--- src/rtl/ram_arbiter_pkg.sv ---
// ============================================================================
// Module : ram_arbiter_pkg
// Brief  : Port identifiers and data-RAM geometry shared by the RAM arbiter.
// Rev    : 1.0  initial release
// ============================================================================
`default_nettype none

package ram_arbiter_pkg;

  // Requester identifiers; also the bit positions in the 2-bit req/gnt vectors
  localparam logic PORT_CORE = 1'b0;
  localparam logic PORT_MON  = 1'b1;

  localparam int RAM_WORDS     = 2048;
  localparam int RAM_WADDR_LSB = 2;
  localparam int RAM_WADDR_MSB = 12;

  typedef logic [RAM_WADDR_MSB-RAM_WADDR_LSB:0] ram_widx_t;

  // Word index the RAM actually decodes from a byte address
  function automatic ram_widx_t ram_word_index(input logic [31:0] byte_addr);
    return byte_addr[RAM_WADDR_MSB:RAM_WADDR_LSB];
  endfunction

endpackage

`default_nettype wire

--- src/rtl/rr_arb2.sv ---
// ============================================================================
// Module : rr_arb2
// Brief  : Stateless two-way round-robin grant; the caller owns the history.
// Rev    : 1.0  initial release
// ============================================================================
`default_nettype none

module rr_arb2
  import ram_arbiter_pkg::*;
(
  input  logic [1:0] req,
  input  logic       last,
  output logic [1:0] gnt
);

  always_comb begin
    gnt = 2'b00;
    case (req)
      2'b01:   gnt = 2'b01;
      2'b10:   gnt = 2'b10;
      // Tie goes to whoever did not win the previous grant
      2'b11:   gnt = (last == PORT_MON) ? 2'b01 : 2'b10;
      default: gnt = 2'b00;
    endcase
  end

endmodule

`default_nettype wire

--- src/rtl/ram_arbiter.sv ---
// ============================================================================
// Module : ram_arbiter
// Brief  : Shares the single-port data RAM between core and monitor ports.
// Rev    : 1.0  initial release
// ============================================================================
`default_nettype none

module ram_arbiter
  import ram_arbiter_pkg::*;
#(
  parameter int ADDR_W = 32,
  parameter int DATA_W = 32
) (
  input  logic              clk,
  input  logic              reset,

  input  logic              c_req,
  input  logic              c_we,
  input  logic [ADDR_W-1:0] c_addr,
  input  logic [DATA_W-1:0] c_wd,
  output logic              c_gnt,
  output logic              c_rvalid,
  output logic [DATA_W-1:0] c_rd,

  input  logic              m_req,
  input  logic              m_we,
  input  logic [ADDR_W-1:0] m_addr,
  input  logic [DATA_W-1:0] m_wd,
  output logic              m_gnt,
  output logic              m_rvalid,
  output logic [DATA_W-1:0] m_rd,

  output logic              ram_we,
  output logic [ADDR_W-1:0] ram_addr,
  output logic [DATA_W-1:0] ram_wd,
  input  logic [DATA_W-1:0] ram_rd
);

  logic              r_last_gnt;
  logic              r_rd_pend;
  logic              r_rd_owner;
  logic [DATA_W-1:0] r_c_rd_hold;
  logic [DATA_W-1:0] r_m_rd_hold;

  logic [1:0]        w_req;
  logic [1:0]        w_arb_gnt;
  logic [1:0]        w_gnt;
  logic              w_sel_mon;
  logic              w_any_gnt;

  assign w_req = {m_req, c_req};

  rr_arb2 u_rr_arb2 (
    .req  (w_req),
    .last (r_last_gnt),
    .gnt  (w_arb_gnt)
  );

  assign w_gnt     = reset ? 2'b00 : w_arb_gnt;
  assign c_gnt     = w_gnt[PORT_CORE];
  assign m_gnt     = w_gnt[PORT_MON];
  assign w_sel_mon = w_gnt[PORT_MON];
  assign w_any_gnt = |w_gnt;

  // Idle cycles park the RAM bus on the core's address/data
  assign ram_addr = w_sel_mon ? m_addr : c_addr;
  assign ram_wd   = w_sel_mon ? m_wd   : c_wd;
  assign ram_we   = (c_gnt & c_we) | (m_gnt & m_we);

  // Read data arrives from the RAM the cycle after the grant, so the
  // return path is a mux steered by the pending-read record.
  assign c_rvalid = r_rd_pend & (r_rd_owner == PORT_CORE) & ~reset;
  assign m_rvalid = r_rd_pend & (r_rd_owner == PORT_MON)  & ~reset;

  assign c_rd = reset ? '0 : (c_rvalid ? ram_rd : r_c_rd_hold);
  assign m_rd = reset ? '0 : (m_rvalid ? ram_rd : r_m_rd_hold);

  always_ff @(posedge clk) begin
    if (reset) begin
      r_last_gnt  <= PORT_CORE;
      r_rd_pend   <= 1'b0;
      r_rd_owner  <= PORT_CORE;
      r_c_rd_hold <= '0;
      r_m_rd_hold <= '0;
    end else begin
      if (w_any_gnt) begin
        r_last_gnt <= w_sel_mon;
      end
      r_rd_pend  <= w_any_gnt & ~ram_we;
      r_rd_owner <= w_sel_mon;
      if (c_rvalid) begin
        r_c_rd_hold <= ram_rd;
      end
      if (m_rvalid) begin
        r_m_rd_hold <= ram_rd;
      end
    end
  end

endmodule

`default_nettype wire

--- config.mk ---
export PLATFORM = sky130hd
export DESIGN_NAME = ram_arbiter
export DESIGN_NICKNAME = d
export VERILOG_FILES = /design/src/rtl/ram_arbiter_pkg.sv /design/src/rtl/rr_arb2.sv /design/src/rtl/ram_arbiter.sv
export SDC_FILE = /design/constraint.sdc
export NUM_CORES = 1
export LEC_CHECK = 0
export ABC_AREA = 0
export ABC_CLOCK_PERIOD_IN_PS = 1600
export BUFFER_PORTS_ARGS = -buffer_cell sky130_fd_sc_hd__buf_2
export CORE_AREA = 2 2 116 118
export CTS_CLUSTER_DIAMETER = 60
export DETAILED_ROUTE_END_ITERATION = 8
export DIE_AREA = 0 0 118 120
export REMOVE_ABC_BUFFERS = 1
export SYNTH_ARGS = -nofsm -noshare
export SYNTH_HDL_FRONTEND = slang
export SYNTH_SLANG_ARGS = --single-unit
--- constraint.sdc ---
create_clock -name clk -period 1.6 [get_ports clk]
set_input_delay 0.32 -clock clk [delete_from_list [all_inputs] [get_ports clk]]
set_output_delay 0.32 -clock clk [all_outputs]
set_load 0.01 [all_outputs]
# After elaboration in Yosys (flattened, before gate mapping)
# Index checks and enable logic that the tools add are counted.
# totals
reg_bits	67
latch_bits	0
mem_bits_rw	0
romBits	0
input_bits	166
output_inout_bits	133
wordCells	29
n_memories	0
# op_classes
add_sub_neg	0
n_mul	0
div	0
magnitude_cmp	0
eq_ne	3
n_shift	0
n_mux	9
n_bitwise	11
reduce_logical	1
# ops
op	n
32-bit two-way mux	6
1-bit bitwise AND	7
2-bit case mux with 3 select lines	1
2-bit == test, second input constant	2
2-bit two-way mux	2
1-bit inverter	3
2-bit by 1-bit == test with 1-bit output, second input constant	1
2-bit OR reduction	1
1-bit bitwise OR	1

# Longest topological paths before layout
# depth
depth_word	7
depth_mapped	5
depth_no_buf	3

# Cells and area by module
# A second synthesis with hierarchy kept.
# unflattened
cells_unflattened	334
hier_area_um2	3699.8
# by_module_without_submodules
mod	n_inst	cells_per_inst	area_per_inst_um2	seq_area_each_um2
ram_arbiter	1	331	3681.0	1341.3
rr_arb2	1	3	18.8	0.0

# Least setup slack after synthesis
# OpenSTA, ideal clock, no wires.
# synth_path
kind	input to output
startpoint	input m_req
endpoint	output ram_wd[22]
arrival_time_ns	1.268
t_required_ns	1.280
path_slack_ns	0.012
stages	5
n_path_buf	2
cell_sequence	a21bo_2 nor2_4 buf_12 buf_12 mux2_4
# synth_via
elab_chain_cells	4
word_cells_on_any_way	6
classes_between	eq/ne: 3; mux: 3
# synth_lines
element	line_no	rtl
start: declaration	ram_arbiter.sv:25	input logic m_req,
2-bit == test / 2-bit by 1-bit == test with 1-bit output (equally long branches)	rr_arb2.sv:18	case (req)
2-bit case mux with 3 select lines *	rr_arb2.sv:18	
2-bit two-way mux *	ram_arbiter.sv:59	assign w_gnt = reset ? 2'b00 : w_arb_gnt;
via m_gnt	ram_arbiter.sv:29	output logic m_gnt,
32-bit two-way mux *	ram_arbiter.sv:67	assign ram_wd = w_sel_mon ? m_wd : c_wd;
end: declaration	ram_arbiter.sv:35	output logic [DATA_W-1:0] ram_wd,
# Mark *: on every way through the listed nets, which the timed path passes. The rest lies on a longest branch.

# Final worst setup path
# layout_path
startpoint	register r_last_gnt
endpoint	output ram_wd[30]
# layout_via
elab_chain_cells	4
# layout_lines
element	line_no	rtl
start: declaration	ram_arbiter.sv:39	logic r_last_gnt;
start signal: assignment	ram_arbiter.sv:87	r_last_gnt <= w_sel_mon;
2-bit two-way mux	rr_arb2.sv:22	2'b11: gnt = (last == PORT_MON) ? 2'b01 : 2'b10;
2-bit case mux with 3 select lines	rr_arb2.sv:18	
2-bit two-way mux	ram_arbiter.sv:59	
32-bit two-way mux	ram_arbiter.sv:67	
# No other way between the ends.

==> out/results.ini <==
[run_status]
status=finished with violations
violations=negative setup slack

[clock_network]
tritoncts=yes
htree_levels=3
insertion_delay_ps=320
clockBufferDepth=2
clkSinkCount=67
clock-root-buffer=clkbuf_16
cts_made_buffers=9
clk_pin_slew_ps=60

[drt]
routedWlPerCell_um=19.7
vias_per_cell=4.67
postRouteAntennaNets=0
drt_iter0_drc=239
first_pass_iters=4
drt_wl_total_mm=18.4
drc_errors=0
num_vias=4355

[global_route]
grt_max_degree=55
track_usage_pct=22.1
grt_pass1_vias=4262
grt_first_pass_wirelength_mm=23.7
antenna_found_initial=2
grt-ovfl-total=0

[yosys]
synth.most_common_cell=nand2_1
yosysSeqAreaShare_pct=39.6
synth-main-ff-cell=dfxtp_1
syn_area_per_cell_sq_um=9.11
async_flop_share_pct=0
synth_seq_cells=67
netlist.area_leader.share_pct=39.6
synth_edf_count=0
syn_area_sq_um=3390
synthesis.instances=372
ys.warnings.count=0
ys_types=22
yosys-top-cells-area=dfxtp_1 40%, mux2_4 22%, nand2_1 15%
synthTopCellsByCount=131 x nand2_1, 67 x dfxtp_1, 66 x a21oi_1
yosysTopAreaCell=dfxtp_1

[final_layout]
post-route-cell-area_sq_um=7550
drive_above_1_share_pct=85.2
final_core_util_pct=58.2
antennaDiodeCount=0
syn_to_final_growth_pct=123
nNetsFinal=920

[placed_design]
place.gp.congestion=0.856
post_dp_cell_area_sq_um=5170
port_buffers=298
dp_hpwl_mm=10.4
pre_cts_ws_ps=-291

[setup_path]
cp_top_family=buffers and inverters
worstSetupEndpointType=output port
cp.arrival_ps=1770
rr_endpoint=r_c_rd_hold[4]
regToRegStartpoint=r_rd_pend
critPathMaxStageDelay_ps=330
cp_common_cell=buf_12
critPathLaunchType=flop
r2r_cells=10
path_max_fanout=15
r2r_setup_slack_ps=-70
slowest_stage=dfxtp_2
crit_buf_inv=3
crit_start=r_last_gnt
path_class=reg -> out
worstPathRequired_ps=1280
worstPathCellList=a21bo_2, nor2_4, buf_12, buf_12, mux2_4, buf_2
worstSetupEndpoint=ram_wd[30]
cp_num_cells=6

[timing]
slew-limit-headroom_pct=44.4
worst_slack_ps=-487
grt_setup_unrepaired=yes
max_freq_ghz=0.479
fin_crit_sh_pct=130
worst_slew_pin_slew_ps=834
finalSetupViolCount=132
min_period_ps=2090
finalMaxSlewViolations=0
clock_skew_ps=4.19
hold_viol=0

[floorplan]
initial_core_util_pct=26.1
die-area_sq_um=14200
rows=42
io_pins=299
chipHeight_um=120
die_w_um=118
core_area_sq_um=13000

[pwr]
irDropWorstVdd_mv=0.506
p_per_area_nw_per_um2=719
p_leak_nw=3.80
total_power_mw=5.43

[min_path]
hp-class=in -> reg

[run]
maxCapViolCount=0

## report_power, final
group | switching, mW | internal (mW) | total [mW]
registers | 0.0349 | 1.73 | 1.76
clock network | 0.720 | 1.43 | 2.15
logic | 0.720 | 0.800 | 1.52
total | 1.47 | 3.96 | 5.43
## through the flow
| step | setup TNS, ps | cells | hold slack, ps |
|---|---|---|---|
| detailed placement | -16890 | 842 | 451 |
| global route | -55180 | 933 | 208 |
| finish | -47550 | 933 | 207 |
| global placement | -15930 | 842 | 445 |
| floorplan | -100110 | 343 | 389 |
| CTS | -47960 | 905 | 191 |
## registers in the layout, indices dropped and copies added, names as in the netlist
register / count
r_c_rd_hold: 32
r_last_gnt: 1
r_rd_owner: 1
r_rd_pend: 1
r_m_rd_hold: 32
## worst min-delay path by stage
stage,startpoint,end,slack [ps],cells past startpoint
final,c_we,r_rd_pend,210,2
after global routing,c_we,r_rd_pend,210,2
after CTS,c_we,r_rd_pend,190,2
after detailed placement,r_m_rd_hold[6],r_m_rd_hold[6],450,2
after global placement,r_m_rd_hold[14],r_m_rd_hold[14],450,2
after floorplan,reset,r_last_gnt,390,1
## area by class of cell
cell class | count | area (sq um)
clock buffer | 12 | 256
clock inverter | 2 | 60.1
fill | 1040 | 5430
multi-input combinational | 276 | 2860
sequential | 67 | 1350
tap | 176 | 220
timing repair buffer | 400 | 2810
## repair_timing
action                                  CTS  global route
cloned                                   10             2
hold buffers                              0             0
resized for setup                       161           183
endpoints found under the setup margin  129           133
pin swaps                                55           112
setup buffers                            40            43
## layout by cell type (no fill, tap or decap), drive strengths merged
cell type  instances
a21bo              1
a21oi             66
and2               1
and3b              1
buf              398
bufinv             2
clkbuf            14
dfxtp             67
mux2              64
nand2            131
nand2b             2
nand3              2
nor2               3
nor2b              1
nor3b              1
o31ai              1
or2b               1
or3                1
## kinds of logic after synthesis
kind of cell / Yosys count / share of synthesized area, %
AND/OR/NAND/NOR: 144 / 17.0
AO/OA/AOI/OAI: 68 / 10.3
flip-flops: 67 / 39.6
multiplexers: 64 / 26.7
buffers and inverters: 29 / 6.46
## layer usage
metal	wire [um]	up-vias	share of wire (%)	global-route usage [%]
met4	523	4	2.8	8.51
met5	23	-	0.12	0
met1	6600	2057	36	23.5
met3	1390	45	7.5	7.65
met2	9870	237	54	40.1
li1	-	2012	-	-
No activity file was read; power rests on OpenSTA's default activity.
